--- config.mk ---
export PLATFORM = sky130hd
export DESIGN_NAME = mdio_target
export DESIGN_NICKNAME = d
export VERILOG_FILES = /design/src/rtl/mdio_target.sv
export SDC_FILE = /design/constraint.sdc
export NUM_CORES = 1
export LEC_CHECK = 0
export ABC_AREA = 1
export CORE_ASPECT_RATIO = 0.7
export CORE_UTILIZATION = 33
export CTS_CLUSTER_DIAMETER = 30
export DETAILED_ROUTE_END_ITERATION = 12
export PLACE_DENSITY = 0.66
export REMOVE_ABC_BUFFERS = 1
export SETUP_SLACK_MARGIN = 0.1
export SLEW_MARGIN = 20
export SYNTH_ARGS = -nofsm -noshare
export SYNTH_HDL_FRONTEND = slang
export SYNTH_SLANG_ARGS = --single-unit
export TNS_END_PERCENT = 5
--- constraint.sdc ---
create_clock -name clk -period 1.6 [get_ports clk]
set_clock_uncertainty 0.1 [all_clocks]
set_input_delay 0.32 -clock clk [delete_from_list [all_inputs] [get_ports clk]]
set_output_delay 0.32 -clock clk [all_outputs]
set_load 0.01 [all_outputs]
--- src/rtl/mdio_target.sv ---
// MDIO target: recovers generator frames on MDC rising edges and bridges
// them to a 32 x 16-bit register-file port.
// Ports: clk, rst (async, active-low); MDC, MDIO_OUT, MDIO_OE from the
// generator; RD_DATA from the register file; MDIO_IN, MDIO_IN_VLD back
// to the generator; REG_ADDR, WR_DATA, WR_STB, RD_REQ to the register
// file; FRAME_ERR abort pulse; BUSY while a frame is in flight.
module mdio_target #(
  parameter logic [4:0] PHY_ADDR = 5'h01
) (
  input  logic        clk,
  input  logic        rst,
  input  logic        MDC,
  input  logic        MDIO_OUT,
  input  logic        MDIO_OE,
  input  logic [15:0] RD_DATA,
  output logic [15:0] MDIO_IN,
  output logic        MDIO_IN_VLD,
  output logic [4:0]  REG_ADDR,
  output logic [15:0] WR_DATA,
  output logic        WR_STB,
  output logic        RD_REQ,
  output logic        FRAME_ERR,
  output logic        BUSY
);

  typedef enum logic [2:0] {
    IDLE,
    HEADER,
    READ_DATA,
    WRITE_DATA,
    SKIP
  } state_t;

  state_t      state;
  logic        mdc_q;
  logic [5:0]  bcnt;
  logic [31:0] sr;
  logic        rd_pend;

  logic        ev;
  logic [31:0] nxt;
  logic        last_bit;
  logic        st_ok;
  logic        hit14;
  logic        rd14;
  logic        hit16;
  logic        rd16;
  logic        unused_bits;

  assign ev       = MDC & ~mdc_q;
  assign nxt      = {sr[30:0], MDIO_OUT};
  assign last_bit = (bcnt == 6'd31);
  assign BUSY     = (state != IDLE);

  // Field views of the shift register including the bit being sampled.
  // After 2 bits ST is in [1:0]; after 14 bits OP/PHYADDR/REGADDR are in
  // [11:10]/[9:5]/[4:0]; after 16 bits OP/PHYADDR have moved up by two.
  assign st_ok = (nxt[1:0] == 2'b01);
  assign hit14 = (nxt[9:5] == PHY_ADDR);
  assign rd14  = (nxt[11:10] == 2'b00);
  assign hit16 = (nxt[11:7] == PHY_ADDR);
  assign rd16  = (nxt[13:12] == 2'b00);

  assign unused_bits = ^{sr[31], nxt[31:16]};

  always_ff @(posedge clk or negedge rst) begin
    if (!rst) begin
      state       <= IDLE;
      mdc_q       <= 1'b0;
      bcnt        <= '0;
      sr          <= '0;
      rd_pend     <= 1'b0;
      MDIO_IN     <= '0;
      MDIO_IN_VLD <= 1'b0;
      REG_ADDR    <= '0;
      WR_DATA     <= '0;
      WR_STB      <= 1'b0;
      RD_REQ      <= 1'b0;
      FRAME_ERR   <= 1'b0;
    end else begin
      mdc_q     <= MDC;
      WR_STB    <= 1'b0;
      RD_REQ    <= 1'b0;
      FRAME_ERR <= 1'b0;

      // The register file answers the cycle after RD_REQ.
      rd_pend <= RD_REQ;
      if (rd_pend) begin
        MDIO_IN     <= RD_DATA;
        MDIO_IN_VLD <= 1'b1;
      end

      if (ev) begin
        case (state)
          IDLE: begin
            if (MDIO_OE) begin
              sr          <= nxt;
              bcnt        <= 6'd1;
              state       <= HEADER;
              MDIO_IN_VLD <= 1'b0;
            end
          end

          HEADER: begin
            if (!MDIO_OE) begin
              FRAME_ERR <= 1'b1;
              bcnt      <= '0;
              state     <= IDLE;
            end else begin
              sr   <= nxt;
              bcnt <= bcnt + 6'd1;
              if (bcnt == 6'd1 && !st_ok) begin
                FRAME_ERR <= 1'b1;
                state     <= SKIP;
              end
              if (bcnt == 6'd13 && hit14) begin
                REG_ADDR <= nxt[4:0];
                RD_REQ   <= rd14;
              end
              if (bcnt == 6'd15) begin
                if (!hit16) begin
                  state <= SKIP;
                end else if (rd16) begin
                  state <= READ_DATA;
                end else begin
                  state <= WRITE_DATA;
                end
              end
            end
          end

          // Generator has released the line; just count bits out.
          READ_DATA: begin
            sr <= nxt;
            if (last_bit) begin
              bcnt  <= '0;
              state <= IDLE;
            end else begin
              bcnt <= bcnt + 6'd1;
            end
          end

          WRITE_DATA: begin
            if (!MDIO_OE) begin
              FRAME_ERR <= 1'b1;
              bcnt      <= '0;
              state     <= IDLE;
            end else begin
              sr <= nxt;
              if (last_bit) begin
                WR_DATA <= nxt[15:0];
                WR_STB  <= 1'b1;
                bcnt    <= '0;
                state   <= IDLE;
              end else begin
                bcnt <= bcnt + 6'd1;
              end
            end
          end

          SKIP: begin
            if (!MDIO_OE || last_bit) begin
              bcnt  <= '0;
              state <= IDLE;
            end else begin
              sr   <= nxt;
              bcnt <= bcnt + 6'd1;
            end
          end

          default: begin
            bcnt  <= '0;
            state <= IDLE;
          end
        endcase
      end
    end
  end

endmodule

==> metrics.md <==
| Metric | Value |
|---|---|
| Count of final max-slew check failures | `0` |
| Drt drc | `0` |
| Reg2reg end | `bcnt[0]` |
| Cts bufs inserted | `9` |
| Ys Warns | `0` |
| Worst Reg-to-Reg Cells | `8` |
| Fin crit share | `roughly 100%` |
| Critical Path AT | `between 1500 and 2000 ps` |
| Largest fanout on the critical path | `4` |
| Hold path depth | `0` |
| WP data required | `~1700 ps` |
| Clk root buf | `clkbuf_16` |
| Post-Syn Instances | `311` |
| Worst Max-Slew Pin Slew | `between 300 and 400 ps` |
| Worst path bufs/invs | `0` |
| Pre-CTS WS | `-294 ps` |
| Reg2Reg Setup Slack | `around 4 ps` |
| Clock buffer depth | `2` |
| Initial drt markers | `approximately 190` |
| CTS clk-pin slew, worst paths | `60 ps` |
| Rel. slew slack | `between 70% and 80%` |
| Clock Latency Late Sink | `330 ps` |
| Core Region | `just under 0.009 mm2` |
| Nets@finish | `roughly 430` |
| Sequential cell area fraction in the yosys report | `55.8%` |
| DPL Wire Length | `~4800 um` |
| Endpoints failing hold | `0` |
| Synthesized area per cell | `9.67 um2` |
| GPL Wtd Cong | `0.851` |
| Tmin final | `1600 ps` |
| Most frequent cells in the layout | `67 x dfrtp_1, 45 x nand2_1, 40 x dlygate4sd2_1, 32 x inv_1, 24 x buf_4` |
| RSZ-0062 raised after global routing | `yes` |
| Grt total ovfl | `0` |
| Cell Rows | `28` |
| Commonest non-fill, non-tap cell in the layout | `dfrtp_1` |
| Peak VDD IR | `around 850 uV` |
| Setup violators final | `0` |
| Initial DRT Pass Iterations | `4` |
| Hold Path End | `rd_pend` |
| Routed WL | `7170 um` |
| DRT antenna net count | `0` |
| Worst Hold Class | `reg -> reg` |
| Mapped cell area | `0.00301 mm2` |
| Max Fclk | `between 600 and 700 MHz` |
| Initial antenna violation count | `0` |
| Critical Path Max Stage Delay | `~370 ps` |
| Total GRT Usage | `approximately 17%` |
| First-pass GRT wire length | `about 12000 um` |
| Ant diodes | `0` |
| IO Pins | `between 60 and 70` |
| Yosys reg bits | `67` |
| Number of global-route vias before repair | `2365` |
| Filler instances | `810` |
| CP Launch Type | `register` |
| Area Growth Syn to Fin | `50.3%` |
| Die width | `116 um` |
| Share of cells above drive strength 1 | `between 30% and 40%` |
| H-tree level count | `3` |
| Die Ht | `a little over 80 um` |
| Port-buffer cells | `between 60 and 70` |
| Power Dens Cells | `1320 mW/mm2` |
| Status | `finished, final reports clean` |
| Crit. End Element | `register` |
| Core Util, Final | `around 52%` |
| Critical path type | `reg -> reg` |
| Crit-path leading delay family | `simple AND/OR/NAND/NOR gates` |
| Lkg Pwr | `2.29 nW` |
| CP max stage cell | `dfrtp_1` |
| DR vias/cell | `roughly 4.5` |
| Setup ws final | `roughly 4 ps` |
| Cell Chain, Critical Path | `ha_2 > nand3_2 > nor2_4 > nor2_2 > nor2_2 > nand2_2 > nand2_2 > o21ai_0` |
| Die ar. | `0.00950 mm2` |
| Hold Crit Start | `RD_REQ` |
| Starting Density | `a little over a third` |
| Via count | `2406` |
| Largest net degree at the start of global routing | `a little under 70` |
| Yosys cell types | `26` |
| CTS Sinks | `67` |
| Avg WL per Cell | `roughly 13 um` |
| CTS tree | `done` |
| Max_cap viols | `0` |
| Worst reg2reg startpoint | `bcnt[1]` |
state kept, by name, indices dropped and copies added (netlist names), 3 cells and up:
name / cells
state: 3
sr: 15
WR_DATA: 16
REG_ADDR: 5
bcnt: 6
MDIO_IN: 16
kinds of logic after synthesis:
| family | Yosys count | synth area share, % |
|---|---|---|
| DFF | 67 | 55.8 |
| adders and majority gates | 2 | 0.832 |
| xor gates and xnor gates | 1 | 0.291 |
| and+or+nand+nor | 127 | 18.9 |
| muxes | 16 | 5.99 |
| AOI/OAI and AO/OA | 48 | 10.7 |
| buffers and inverters | 50 | 7.62 |
repair_timing:
| action | 4_1_cts | 5_1_grt |
|---|---|---|
| buffers inserted | 0 | 3 |
| resized for setup | 96 | 29 |
| pin swaps | 32 | 26 |
| gates cloned | 0 | 3 |
| hold endpoints to repair | 67 | 0 |
| setup endpoints to repair | 85 | 48 |
| hold buffers | 1 | 0 |
metrics by stage:
step | power (mW) | hold slack, ps | TNS, ps | cell area [um2] | instances
2_1_floorplan | 2.95 | -75.6 | -2620 | 2930 | 302
3_3_place_gp | 3.59 | 260 | -11190 | 3950 | 512
3_5_place_dp | 3.62 | 266 | -11600 | 3950 | 512
4_1_cts | 5.73 | 274 | -4.84 | 4340 | 529
5_1_grt | 6.32 | 320 | -1860 | 4520 | 535
6_report | 5.95 | 275 | 0 | 4520 | 535
how the worst max path moves through the flow:
stage | from | to | slack (ps) | cells past startpoint
floorplan | bcnt[0] | sr[0] | -110 | 7
global placement | MDC | sr[2] | -280 | 9
detailed placement | MDC | sr[1] | -290 | 9
CTS | bcnt[1] | sr[8] | -3 | 8
global route | bcnt[1] | bcnt[2] | -110 | 8
finish | bcnt[1] | bcnt[0] | 4 | 8
final cells by class:
class | instances | area, um2 | share of cell area [%]
clock inverter | 6 | 63.8 | 1.41
timing repair buffer | 97 | 917 | 20.3
clock buffer | 10 | 229 | 5.07
multi-input combinational | 194 | 1320 | 29.3
tap | 120 | 150 | 3.32
inverter | 41 | 159 | 3.52
sequential | 67 | 1680 | 37.1
Yosys cell counts (all sizes together):
library cell | number | area (um2)
nand2 | 82 | 315
nand3 | 15 | 97.6
dfrtp | 67 | 1680
inv | 41 | 156
o21ai | 42 | 289
a21oi | 5 | 25.0
ha | 2 | 25.0
nor2 | 22 | 103
buf | 9 | 72.6
o22ai | 1 | 6.26
xnor2 | 1 | 8.76
nand4 | 5 | 31.3
mux2 | 16 | 180
nor3 | 3 | 20.0
per-layer routing:
metal,routed length (um),GRT usage (%),vias up
li1,-,-,1205
met1,3610,22.9,1133
met2,3020,23.9,60
met3,453,4.94,8
met4,88,6.92,0
met5,0,0,-
where the power goes:
part	switching [mW]	internal [mW]	total, mW	leakage (nW)
logic	1.06	0.858	1.92	1.23
registers	0.182	1.90	2.08	0.919
clock network	0.743	1.21	1.95	0.139
No activity file was read; power rests on OpenSTA's default activity.
